==> config.mk <==
export PLATFORM = sky130hd
export DESIGN_NAME = alu_uart_interface_flat
export DESIGN_NICKNAME = d
export VERILOG_FILES = /design/src/rtl/alu_uart_interface_if.sv /design/src/rtl/alu_uart_interface.sv /design/src/flat_wrapper.sv
export SDC_FILE = /design/constraint.sdc
export NUM_CORES = 1
export LEC_CHECK = 0
export BUFFER_PORTS_ARGS = -buffer_cell sky130_fd_sc_hd__buf_2
export CELL_PAD_IN_SITES_DETAIL_PLACEMENT = 1
export CELL_PAD_IN_SITES_GLOBAL_PLACEMENT = 1
export CORE_MARGIN = 10
export CORE_UTILIZATION = 37
export CTS_CLUSTER_DIAMETER = 40
export DETAILED_ROUTE_END_ITERATION = 10
export GPL_ROUTABILITY_DRIVEN = 0
export MAX_ROUTING_LAYER = met4
export PLACE_DENSITY = 0.82
export SETUP_SLACK_MARGIN = 0.1
export SYNTH_ARGS = -nofsm -noshare
export SYNTH_HDL_FRONTEND = slang
export SYNTH_SLANG_ARGS = --single-unit
==> constraint.sdc <==
create_clock -name i_clock -period 2.1 [get_ports i_clock]
set_clock_uncertainty 0.2 [all_clocks]
set_input_delay 0 -clock i_clock [delete_from_list [all_inputs] [get_ports i_clock]]
set_output_delay 0 -clock i_clock [all_outputs]
set_load 0.1 [all_outputs]
==> src/rtl/alu_uart_interface_if.sv <==
// rtl/alu_uart_interface_if.sv - signal bundle between the UART pair, the ALU and the byte sequencer
interface alu_uart_interface_if #(
  parameter int NB_DATA = 8,
  parameter int NB_OP   = 6
);
  logic [NB_DATA-1:0] i_rx_data;
  logic               i_rx_done;
  logic [NB_DATA-1:0] i_alu_result;
  logic               i_tx_done;
  logic [NB_DATA-1:0] o_data_a;
  logic [NB_DATA-1:0] o_data_b;
  logic [NB_OP-1:0]   o_op;
  logic [NB_DATA-1:0] o_tx_data;
  logic               o_tx_start;
  logic               o_busy;

  modport master (
    input  i_rx_data, i_rx_done, i_alu_result, i_tx_done,
    output o_data_a, o_data_b, o_op, o_tx_data, o_tx_start, o_busy
  );

  modport slave (
    output i_rx_data, i_rx_done, i_alu_result, i_tx_done,
    input  o_data_a, o_data_b, o_op, o_tx_data, o_tx_start, o_busy
  );
endinterface

==> src/rtl/alu_uart_interface.sv <==
// rtl/alu_uart_interface.sv - UART byte sequencer feeding A, B, opcode to the ALU and returning the result
// Optional inter-byte watchdog enabled by defining ALU_UART_IF_TIMEOUT_EN.
module alu_uart_interface #(
  parameter int NB_DATA        = 8,
  parameter int NB_OP          = 6,
  parameter int TIMEOUT_CYCLES = 1000000
) (
  input  logic                  i_clock,
  input  logic                  i_reset,
  alu_uart_interface_if.master  bus
);

  typedef enum logic [2:0] {
    WAIT_A  = 3'd0,
    WAIT_B  = 3'd1,
    WAIT_OP = 3'd2,
    EXEC    = 3'd3,
    WAIT_TX = 3'd4
  } state_t;

  state_t state;
  state_t state_next;

  logic load_a;
  logic load_b;
  logic load_op;
  logic tmo_hit;

  logic [NB_DATA-1:0] data_a_q;
  logic [NB_DATA-1:0] data_b_q;
  logic [NB_OP-1:0]   op_q;
  logic [NB_DATA-1:0] tx_data_q;
  logic               tx_start_q;

  always_ff @(posedge i_clock or negedge i_reset) begin
    if (!i_reset) begin
      state <= WAIT_A;
    end else begin
      state <= state_next;
    end
  end

  // A byte arriving with the watchdog expiry wins over the timeout.
  always_comb begin
    state_next = state;
    load_a     = 1'b0;
    load_b     = 1'b0;
    load_op    = 1'b0;
    case (state)
      WAIT_A: begin
        if (bus.i_rx_done) begin
          load_a     = 1'b1;
          state_next = WAIT_B;
        end
      end
      WAIT_B: begin
        if (bus.i_rx_done) begin
          load_b     = 1'b1;
          state_next = WAIT_OP;
        end else if (tmo_hit) begin
          state_next = WAIT_A;
        end
      end
      WAIT_OP: begin
        if (bus.i_rx_done) begin
          load_op    = 1'b1;
          state_next = EXEC;
        end else if (tmo_hit) begin
          state_next = WAIT_A;
        end
      end
      EXEC: begin
        state_next = WAIT_TX;
      end
      WAIT_TX: begin
        if (bus.i_tx_done) begin
          state_next = WAIT_A;
        end
      end
      default: begin
        state_next = WAIT_A;
      end
    endcase
  end

  // EXEC follows the opcode edge, so the ALU has had a full cycle on the new operands.
  always_ff @(posedge i_clock or negedge i_reset) begin
    if (!i_reset) begin
      data_a_q   <= '0;
      data_b_q   <= '0;
      op_q       <= '0;
      tx_data_q  <= '0;
      tx_start_q <= 1'b0;
    end else begin
      if (load_a) begin
        data_a_q <= bus.i_rx_data;
      end
      if (load_b) begin
        data_b_q <= bus.i_rx_data;
      end
      if (load_op) begin
        op_q <= bus.i_rx_data[NB_OP-1:0];
      end
      if (state == EXEC) begin
        tx_data_q <= bus.i_alu_result;
      end
      tx_start_q <= (state == EXEC);
    end
  end

`ifdef ALU_UART_IF_TIMEOUT_EN
  localparam int CNT_W = $clog2(TIMEOUT_CYCLES + 1);
  localparam logic [CNT_W-1:0] CNT_LAST = CNT_W'(TIMEOUT_CYCLES - 1);

  logic [CNT_W-1:0] idle_cnt;
  logic             waiting;

  assign waiting = (state == WAIT_B) || (state == WAIT_OP);
  // Expiry fires on the edge where the idle count would reach TIMEOUT_CYCLES.
  assign tmo_hit = waiting && !bus.i_rx_done && (idle_cnt == CNT_LAST);

  always_ff @(posedge i_clock or negedge i_reset) begin
    if (!i_reset) begin
      idle_cnt <= '0;
    end else if (!waiting || bus.i_rx_done || tmo_hit) begin
      idle_cnt <= '0;
    end else begin
      idle_cnt <= idle_cnt + CNT_W'(1);
    end
  end
`else
  logic unused_timeout;

  assign tmo_hit        = 1'b0;
  assign unused_timeout = (TIMEOUT_CYCLES != 0);
`endif

  assign bus.o_data_a   = data_a_q;
  assign bus.o_data_b   = data_b_q;
  assign bus.o_op       = op_q;
  assign bus.o_tx_data  = tx_data_q;
  assign bus.o_tx_start = tx_start_q;
  assign bus.o_busy     = (state == EXEC) || (state == WAIT_TX);

endmodule

==> src/flat_wrapper.sv <==
// flat-port wrapper written by rule: the top's interface ports become plain ports
module alu_uart_interface_flat 
#(
  parameter int NB_DATA        = 8,
  parameter int NB_OP          = 6,
  parameter int TIMEOUT_CYCLES = 1000000
)
  (i_clock, i_reset, bus_i_rx_data, bus_i_rx_done, bus_i_alu_result, bus_i_tx_done, bus_o_data_a, bus_o_data_b, bus_o_op, bus_o_tx_data, bus_o_tx_start, bus_o_busy);
  alu_uart_interface_if #(.NB_DATA(NB_DATA), .NB_OP(NB_OP)) bus_i ();
  input  logic i_clock;
  input  logic i_reset;
  input wire logic [$bits(bus_i.i_rx_data)-1:0] bus_i_rx_data;
  input wire logic [$bits(bus_i.i_rx_done)-1:0] bus_i_rx_done;
  input wire logic [$bits(bus_i.i_alu_result)-1:0] bus_i_alu_result;
  input wire logic [$bits(bus_i.i_tx_done)-1:0] bus_i_tx_done;
  output wire logic [$bits(bus_i.o_data_a)-1:0] bus_o_data_a;
  output wire logic [$bits(bus_i.o_data_b)-1:0] bus_o_data_b;
  output wire logic [$bits(bus_i.o_op)-1:0] bus_o_op;
  output wire logic [$bits(bus_i.o_tx_data)-1:0] bus_o_tx_data;
  output wire logic [$bits(bus_i.o_tx_start)-1:0] bus_o_tx_start;
  output wire logic [$bits(bus_i.o_busy)-1:0] bus_o_busy;
  assign bus_i.i_rx_data = bus_i_rx_data;
  assign bus_i.i_rx_done = bus_i_rx_done;
  assign bus_i.i_alu_result = bus_i_alu_result;
  assign bus_i.i_tx_done = bus_i_tx_done;
  assign bus_o_data_a = bus_i.o_data_a;
  assign bus_o_data_b = bus_i.o_data_b;
  assign bus_o_op = bus_i.o_op;
  assign bus_o_tx_data = bus_i.o_tx_data;
  assign bus_o_tx_start = bus_i.o_tx_start;
  assign bus_o_busy = bus_i.o_busy;
  alu_uart_interface #(.NB_DATA(NB_DATA), .NB_OP(NB_OP), .TIMEOUT_CYCLES(TIMEOUT_CYCLES)) u_core (.i_clock(i_clock), .i_reset(i_reset), .bus(bus_i));
endmodule
==> results.cfg <==
[status]
status = complete, no violations

[synthesis]
ys_warn_count = 0
syn_area_um2 = 1330
netlist_top_cells_area = dfrtp_1 64%, mux2_2 25%, nor4b_4 1.8%
synth_area_leader_cell = dfrtp_1
syn_inst = 82
yosysMostFrequentCell = dfrtp_1
ys_seq_area_share_pct = 64.0
synth-edff-count = 0
synth_nets = 102
synth_top_cell_area_share_pct = 64.0
async_reset_ff_share_pct = 100
avgSynthCellArea_um2 = 16.2
ys.flop_type = dfrtp_1
ys_seq_elements = 34
synthTopCellsByCount = 34 x dfrtp_1, 30 x mux2_2, 3 x buf_2
ys_types = 14

[clock_network]
cts_num_sinks = 34
clock_latency_ns = 0.33
numCtsBuffers = 5
cts-root-buf = clkbuf_4
path_clk_slew_ns = 0.10
cts_buffer_depth = 2
cts_tree = built
htreeDepth = 2

[setup_path]
timing.rr.end = u_core.bus.o_data_b[4]
worst-setup-path-type = register to output port
cp.arrival_ns = 1.72
cp_cell_sequence = or3b_2, nand2_1, buf_4
cp_slowest_cell = or3b_2
worst-path-buf-inv = 1
cp_top_family = simple AND/OR/NAND/NOR gates
rrSetupSlack_ns = 0.42
max_stage_delay_ns = 0.51
timing.rr.start = u_core.state[1]
startpoint_type = register
worstPathMaxFanout = 9
reg2reg_depth = 3
path_depth = 3
end_kind = output port
worstPathRequired_ns = 1.90

[floorplan]
io_pins = 52
dieHeight_um = 79.9
die_w_um = 79.9
row_count = 21
dieArea_um2 = 6390
start_util_pct = 38.9
core_um2 = 3420

[timing]
tightestPinTransition_ns = 0.742
clock.fmax_mhz = 522
rsz0062_at_grt = false
slew_headroom_pct = 50.5
hold_violations = 0
slew_violations = 0
setup_tns_ns = 0
min_period_ns = 1.92
fin_crit_sh_pct = 91.2
setup_violations = 0

[global_routing]
groute.usage.overall_pct = 12.4
grt_max_degree = 35
grt_remaining_overflow = 0
grt_pass1_wl_um = 5910
grt_pass1_vias = 1128
grt_util_met1_pct = 11.5
gr-max-usage-layer = met2
antenna_found_initial = 0
grtUsageMet3_pct = 3.15
grt_use_met2_pct = 22.3

[layout]
synthToLayoutAreaGrowth_pct = 42.7
diodes = 0
drive_gt1_share_pct = 60.4
final_nets = 178

[place]
dp_hpwl_um = 2610
io_buffers = 51

[drt]
drc = 0
drt-initial-drc-count = 22
via_per_inst = 4.77
totalWireLength_um = 3550
final_antenna_net_count = 0
num_vias = 977
post_drt_wl_per_cell_um = 17.3
drt_pass1_iterations = 2

[flow_run]
max-cap-violations = 0

[hold_path]
min_path_type = input port to asynchronous set/reset pin
==> final cells by class <==
class | instances | area [um^2]
inverters | 1 | 3.75
fillers | 355 | 1520
repair buffers | 73 | 470
flip-flops and latches | 34 | 851
multi-input cells | 43 | 454
well taps | 46 | 57.6
clock inverters | 1 | 5.00
clock buffers | 7 | 55.1
==> metal layers <==
metal	wire, um	vias up	share of wire [%]
met5	0	-	0
met4	90	0	2.5
met3	141	7	4.0
met2	2060	30	58
met1	1250	499	35
li1	-	441	-
==> cells in the final DEF (no fill, tap or decap), types with 2 or more instances in the layout <==
master | Yosys | final
a21oi_1 | 2 | 2
buf_2 | 3 | 50
buf_4 | 0 | 4
clkbuf_4 | 0 | 5
dfrtp_1 | 34 | 34
dlygate4sd3_1 | 0 | 19
mux2_2 | 30 | 30
nand2b_1 | 2 | 2
nand3b_1 | 2 | 2
or3b_2 | 2 | 2
==> sequential cells by signal, indices dropped and copies added, names as in the netlist <==
| name | cells |
|---|---|
| u_core.bus.o_data_a | 8 |
| u_core.bus.o_data_b | 8 |
| u_core.bus.o_op | 6 |
| u_core.bus.o_tx_data | 8 |
| u_core.bus.o_tx_start | 1 |
| u_core.state | 3 |
==> kinds of logic (layout without fill, tap and decap cells) <==
family                 after synthesis  after routing  share of synthesized area, %
AOI/OAI and AO/OA                    3              3                          1.13
muxes                               30             30                          25.4
DFF                                 34             34                          64.0
and+or+nand+nor                     10             10                          7.16
buffers and inverters                5             82                          2.26
==> stage by stage <==
step | hold WS (ns) | cell area, um^2 | worst slack, ns | util (%) | instances
4_1_cts | 0.0714 | 1900 | 0.175 | 55.5 | 205
6_report | 0.0807 | 1900 | 0.184 | 55.5 | 205
3_5_place_dp | -0.0920 | 1640 | 0.338 | 47.9 | 177
5_1_grt | 0.139 | 1900 | 0.121 | 55.5 | 205
2_1_floorplan | -0.496 | 1330 | 0.293 | - | 82
3_3_place_gp | -0.106 | 1640 | 0.410 | 47.9 | 177
==> how the worst max path moves through the flow <==
| stage | from | to | slack (ns) |
|---|---|---|---|
| 2_1_floorplan | u_core.state[0] | bus_o_busy | 0.29 |
| 3_3_place_gp | u_core.state[2] | bus_o_busy | 0.41 |
| 3_5_place_dp | u_core.state[2] | bus_o_busy | 0.34 |
| 4_1_cts | u_core.state[0] | bus_o_busy | 0.17 |
| 5_1_grt | u_core.state[0] | bus_o_busy | 0.12 |
| 6_report | u_core.state[0] | bus_o_busy | 0.18 |
==> timing repair <==
| action | CTS | global route |
|---|---|---|
| buffers inserted | 1 | 0 |
| setup endpoints to repair | 1 | 0 |
| endpoints found under the hold margin | 67 | 0 |
| gates resized for setup | 1 | 0 |
| hold buffers | 19 | 0 |
Power is not shown: default switching activity piles up to over one toggle a cycle in this logic, so the estimate is an artifact.
